==> src/rtl/rd_burst_collector.sv <==
// rtl/rd_burst_collector.sv - collects per-edge read beats into a burst line and hands it off with valid/ready
// Optional stall timeout: define RD_BURST_TIMEOUT_EN.
module rd_burst_collector #(
  parameter int BURST   = 8,
  parameter int WORD_W  = 32,
  parameter int COL_W   = 3,
  parameter int TIMEOUT = 32
) (
  input  logic                    CLKx2,
  input  logic                    nRST,
  input  logic                    start,
  input  logic [COL_W-1:0]        col_choice,
  input  logic                    rd_en,
  input  logic                    clear,
  input  logic                    edge_flag,
  input  logic [WORD_W-1:0]       memload,
  output logic [BURST*WORD_W-1:0] line_data,
  output logic [WORD_W-1:0]       word_data,
  output logic                    line_valid,
  input  logic                    line_ready,
  output logic                    busy,
  output logic [COL_W:0]          beat_cnt,
  output logic                    err_overrun,
  output logic                    err_extra,
  output logic                    err_timeout
);

  typedef enum logic [1:0] {IDLE, CAPTURE, VALID} state_t;

  localparam logic [COL_W:0] LAST_BEAT = (COL_W+1)'(BURST-1);
  localparam logic [COL_W:0] ONE       = (COL_W+1)'(1);

  state_t           state;
  logic [COL_W-1:0] col;
  logic             beat;
  logic             last_beat;

  assign beat      = edge_flag && rd_en;
  assign last_beat = beat && (beat_cnt == LAST_BEAT);
  assign busy      = (state != IDLE);

`ifdef RD_BURST_TIMEOUT_EN
  localparam int TMO_W = $clog2(TIMEOUT+1);
  localparam logic [TMO_W-1:0] TMO_LAST = TMO_W'(TIMEOUT-1);
  logic [TMO_W-1:0] tmo_cnt;
`else
  assign err_timeout = 1'b0;
`endif

  always_ff @(posedge CLKx2 or negedge nRST) begin
    if (!nRST) begin
      state       <= IDLE;
      col         <= '0;
      line_data   <= '0;
      word_data   <= '0;
      line_valid  <= 1'b0;
      beat_cnt    <= '0;
      err_overrun <= 1'b0;
      err_extra   <= 1'b0;
`ifdef RD_BURST_TIMEOUT_EN
      tmo_cnt     <= '0;
      err_timeout <= 1'b0;
`endif
    end else if (clear) begin
      state       <= IDLE;
      line_valid  <= 1'b0;
      beat_cnt    <= '0;
      err_overrun <= 1'b0;
      err_extra   <= 1'b0;
`ifdef RD_BURST_TIMEOUT_EN
      tmo_cnt     <= '0;
      err_timeout <= 1'b0;
`endif
    end else begin
`ifdef RD_BURST_TIMEOUT_EN
      // Counter only runs while in CAPTURE, so every entry starts from zero.
      if (state != CAPTURE) tmo_cnt <= '0;
`endif
      case (state)
        IDLE: begin
          if (start) begin
            state    <= CAPTURE;
            col      <= col_choice;
            beat_cnt <= '0;
          end
        end
        CAPTURE: begin
          if (start) err_overrun <= 1'b1;
          if (beat) begin
            line_data[beat_cnt[COL_W-1:0]*WORD_W +: WORD_W] <= memload;
            if (beat_cnt[COL_W-1:0] == col) word_data <= memload;
            beat_cnt <= beat_cnt + ONE;
            if (last_beat) begin
              state      <= VALID;
              line_valid <= 1'b1;
            end
          end
`ifdef RD_BURST_TIMEOUT_EN
          if (!last_beat) begin
            if (tmo_cnt == TMO_LAST) begin
              err_timeout <= 1'b1;
              state       <= IDLE;
              beat_cnt    <= '0;
            end else begin
              tmo_cnt <= tmo_cnt + 1'b1;
            end
          end
`endif
        end
        VALID: begin
          if (beat) err_extra <= 1'b1;
          if (line_valid && line_ready) begin
            line_valid <= 1'b0;
            beat_cnt   <= '0;
            // A new request coinciding with the handoff chains straight into the next burst.
            if (start) begin
              state <= CAPTURE;
              col   <= col_choice;
            end else begin
              state <= IDLE;
            end
          end else if (start) begin
            err_overrun <= 1'b1;
          end
        end
        default: state <= IDLE;
      endcase
    end
  end

endmodule

==> config.mk <==
export PLATFORM = sky130hd
export DESIGN_NAME = rd_burst_collector
export DESIGN_NICKNAME = d
export VERILOG_FILES = /design/src/rtl/rd_burst_collector.sv
export SDC_FILE = /design/constraint.sdc
export NUM_CORES = 1
export LEC_CHECK = 0
export BUFFER_PORTS_ARGS = -buffer_cell sky130_fd_sc_hd__buf_2
export CORE_AREA = 2 2 166 168
export DETAILED_ROUTE_END_ITERATION = 7
export DIE_AREA = 0 0 168 170
export GPL_ROUTABILITY_DRIVEN = 0
export GPL_TIMING_DRIVEN = 0
export HOLD_SLACK_MARGIN = 0.15
export PLACE_DENSITY = 0.81
export SLEW_MARGIN = 5
export SYNTH_ARGS = -nofsm -noshare
export SYNTH_HDL_FRONTEND = slang
export SYNTH_SLANG_ARGS = --single-unit
==> constraint.sdc <==
create_clock -name CLKx2 -period 2.5 [get_ports CLKx2]
set_clock_uncertainty 0.15 [all_clocks]
set_input_delay 0.125 -clock CLKx2 [delete_from_list [all_inputs] [get_ports CLKx2]]
set_output_delay 0.125 -clock CLKx2 [all_outputs]
set_load 0.05 [all_outputs]
==> results by group <==
Power and ir drop
  • Switching share of power: 35.2%
  • Internal Dissipation: 9.49 mW
  • Clk pwr share: 32.6%
  • Maximum ir drop on the vdd rail: 765 uV
  • Power per cell area: 876 nW/um^2
  • Net switching power: 5.16 mW
  • Share of total power in sequential cells: 38.7%
  • Static Leakage: 9.04 nW
  • Logic gate share of total power: 28.7%

STA
  • Share of the cycle needed by the critical path after routing: 97.8%
  • Time the final worst path needs with I/O delays and setup: 2.44 ns
  • Worst slew margin relative to its limit: 50.2%
  • Post-route worst setup slack: 0.0562 ns
  • Maximum clock frequency: 409 MHz
  • Setup Viol. Count Final: 0
  • Worst hold-check slack: 0.191 ns
  • Final Slew Violations: 0
  • Total count of hold-check failures in the final report: 0
  • Unrepaired setup endpoints after global routing: no
  • Sum of negative setup slack: 0 ns
  • Worst-Margin Slew: 0.748 ns

Global route
  • Antenna violations before repair: 0
  • First-pass GRT wire length: 57700 um
  • Largest net degree at the start of global routing: 112
  • Total Routing Usage GR: 26.1%
  • Met3 usage: 6.53%
  • GR peak layer: met2
  • Vias in the first global route: 9983
  • GRT met2 Usage: 43.9%
  • Routing usage on met1: 32.5%
  • Gr ovfl total: 0

Layout
  • Final core utilization: 62.7%
  • Post-layout net count: 1492
  • Most used cells in the layout excluding fill and tap cells: 345 x sky130_fd_sc_hd__buf_2, 298 x sky130_fd_sc_hd__dfrtp_1, 149 x sky130_fd_sc_hd__mux2_2
  • Total area of multi-input combinational cells: 4580 sq um
  • Most common library cell in the layout ignoring fill and taps: sky130_fd_sc_hd__buf_2
  • Antenna diodes: 0
  • Register area: 7510 sq um
  • Growth of design area from synthesis to finish: 32.0%
  • Non-filler instance count after layout: 1804
  • Fraction of final layout cells sized beyond drive strength 1: 45.4%
  • # fillers: 2026

Floorplan
  • Horiz. Die Dim: 168 um
  • Total Die Area: 28600 sq um
  • Initial Util: 47.5%
  • Count of boundary I/O pins: 339
  • Height of the chip: 170 um
  • Core area: 26700 sq um
  • Site Rows: 60

Flow run
  • Max-capacitance violation count: 0

Clock tree
  • Skew-Pair Late Insertion Delay: 0.50 ns
  • Max H-tree Level: 2
  • Number of CTS-inserted buffers: 34
  • Sinks on the clock net: 300
  • Maximum buffer depth of the clock tree: 3
  • Clock slew at the register clock pins of the worst setup and hold paths: 0.06 ns
  • Root buffer cell: sky130_fd_sc_hd__clkbuf_16
  • TritonCTS clock tree: built

Critical path
  • Critical path capture point type: flop
  • Req. time, crit path: 2.73 ns
  • Critical path peak fanout: 10
  • Master of the slowest instance on the critical path: sky130_fd_sc_hd__dfrtp_2
  • Type of the worst setup path: flop to flop
  • Data arrival time of the critical path: 2.67 ns
  • Biggest cell delay along the critical path: 0.43 ns
  • Worst Reg-to-Reg Cells: 10
  • Beginning of the critical path: beat_cnt[0]
  • Series of cell instances along the critical path: buf_8, inv_2, ha_4, ha_4, clkbuf_8, nor2b_1, and4b_1, buf_4, buf_8, mux2_4
  • Worst reg-to-reg setup slack: 0.06 ns
  • Worst flop-to-flop path startpoint: beat_cnt[0]
  • Sort of element at the start of the critical path: flop
  • Reg2Reg Capture Point: line_data[15]
  • Worst setup path endpoint: line_data[15]

Drt
  • Wire per inst: 20.9 um
  • First-pass iteration count of the detailed router: 5
  • Initial DRC count: 533
  • Total routed wirelength: 37800 um
  • Residual DRC count: 0
  • Avg Vias per Cell: 5.29
  • Number of nets with antenna violations after detailed routing: 0
  • DR vias: 9545

Synth
  • Asr flop ratio synth: 100%
  • Count of flip-flops with a built-in enable after synthesis: 0
  • Synthesis-stage register bit count: 300
  • Largest area contributor in the synthesized netlist: sky130_fd_sc_hd__dfrtp_1
  • Area share of the largest cell type after synthesis: 59.3%
  • Yosys Warn Count: 0
  • Mapped Cells: 1006
  • Average instance area after synthesis: 12.6 sq um
  • Main area contributors after synthesis: sky130_fd_sc_hd__dfrtp_1 59%, sky130_fd_sc_hd__mux2_2 13%, sky130_fd_sc_hd__mux2_4 4.5%
  • Proportion of synthesized chip area in sequential cells: 59.3%
  • Number of distinct library cells after synthesis: 44
  • Synthesized net count: 1058
  • Dominant register cell in the synthesized netlist: sky130_fd_sc_hd__dfrtp_1
  • Post-Synthesis Cell Area: 12700 sq um

Placement
  • Dpl cells: 1685
  • Worst setup timing slack at the placement stage: -0.858 ns
  • # port buffers: 336
  • Final HPWL from detailed placement: 25400 um

Status
  • Outcome: finished clean

Hold path
  • Worst hold path startpoint: edge_flag
  • Worst Hold Class: input pin to flop
## per-stage QoR
step	cell area, sq um	total power [mW]
global placement	14800	9.45
finish	16700	14.6
floorplan	12700	8.46
global route	16700	15.2
detailed placement	14900	9.56
CTS	16600	14.6
## critical path, delay by kind of cell (launching register included)
kind                     cells  cell delay, ns
buffers and inverters        5            0.77
adder cells (fa/ha/maj)      2            0.30
multiplexers                 1            0.31
flip-flops                   1            0.43
AND/OR/NAND/NOR              2            0.34
## timing repair
action	in CTS	in global routing
hold buffers	47	0
gates resized for setup	52	6
buffers inserted	7	7
setup endpoints to repair	283	112
endpoints found under the hold margin	447	0
cloned	0	1
pin swaps	4	1
## power by group through the flow
stage | Clock, mW | Combinational [mW] | Sequential [mW]
final | 4.78 | 4.20 | 5.67
after global routing | 5.07 | 4.38 | 5.72
after CTS | 4.87 | 4.12 | 5.66
after detailed placement | 0 | 3.83 | 5.73
after global placement | 0 | 3.74 | 5.71
after floorplan | 0 | 1.09 | 7.37
## sequential cells by signal, indices dropped and copies added (netlist names)
name and count:
err_overrun 1, line_valid 1, err_extra 1, word_data 32
col 3, state 2, beat_cnt 4, line_data 256
## routing by layer
layer / vias to the layer above / part of all wire (%)
met4: 0 / 3.8
met1: 4827 / 41
met2: 388 / 49
met3: 94 / 6.8
met5: - / 0
li1: 4236 / -
## cell usage after synthesis, drive strengths merged, types with 3 or more instances
cell type / number
dfrtp: 300
mux2: 188
nand2: 102
inv: 80
nand3: 76
and2: 66
buf: 44
o21ai: 43
mux2i: 33
clkbuf: 17
ha: 10
nor2: 7
and3: 5
a21oi: 3
and4b: 3
nor3: 3
nor3b: 3
xor2: 3
## cell families (layout without fill, tap and decap cells)
group | Yosys count | count (layout) | share of synthesized area, %
xor gates and xnor gates | 3 | 3 | 0.207
and+or+nand+nor | 273 | 273 | 11.0
other | 1 | 1 | 0.0296
muxes | 221 | 221 | 20.4
DFF | 300 | 300 | 59.3
adders and majority gates | 10 | 10 | 0.988
buffers and inverters | 141 | 598 | 5.50
AOI/OAI and AO/OA | 57 | 57 | 2.58
## worst min-delay path by stage
stage | slack, ns | endpoint | depth (start not counted)
CTS | 0.16 | state[1] | 5
floorplan | -0.32 | beat_cnt[0] | 0
detailed placement | 0.07 | col[2] | 1
global route | 0.23 | state[1] | 5
global placement | 0.19 | err_overrun | 2
finish | 0.19 | state[1] | 5
## final cells by class
cell class                 count  share of cell area, %
clock buffer                  49                   5.85
multi-input combinational    565                   27.4
clock inverter                10                  0.516
timing repair buffer         400                   14.0
inverter                      80                   1.80
buffer                        59                   2.99
sequential                   300                   44.9
tap                          341                   2.55
Power figures use the tool's default switching activity.
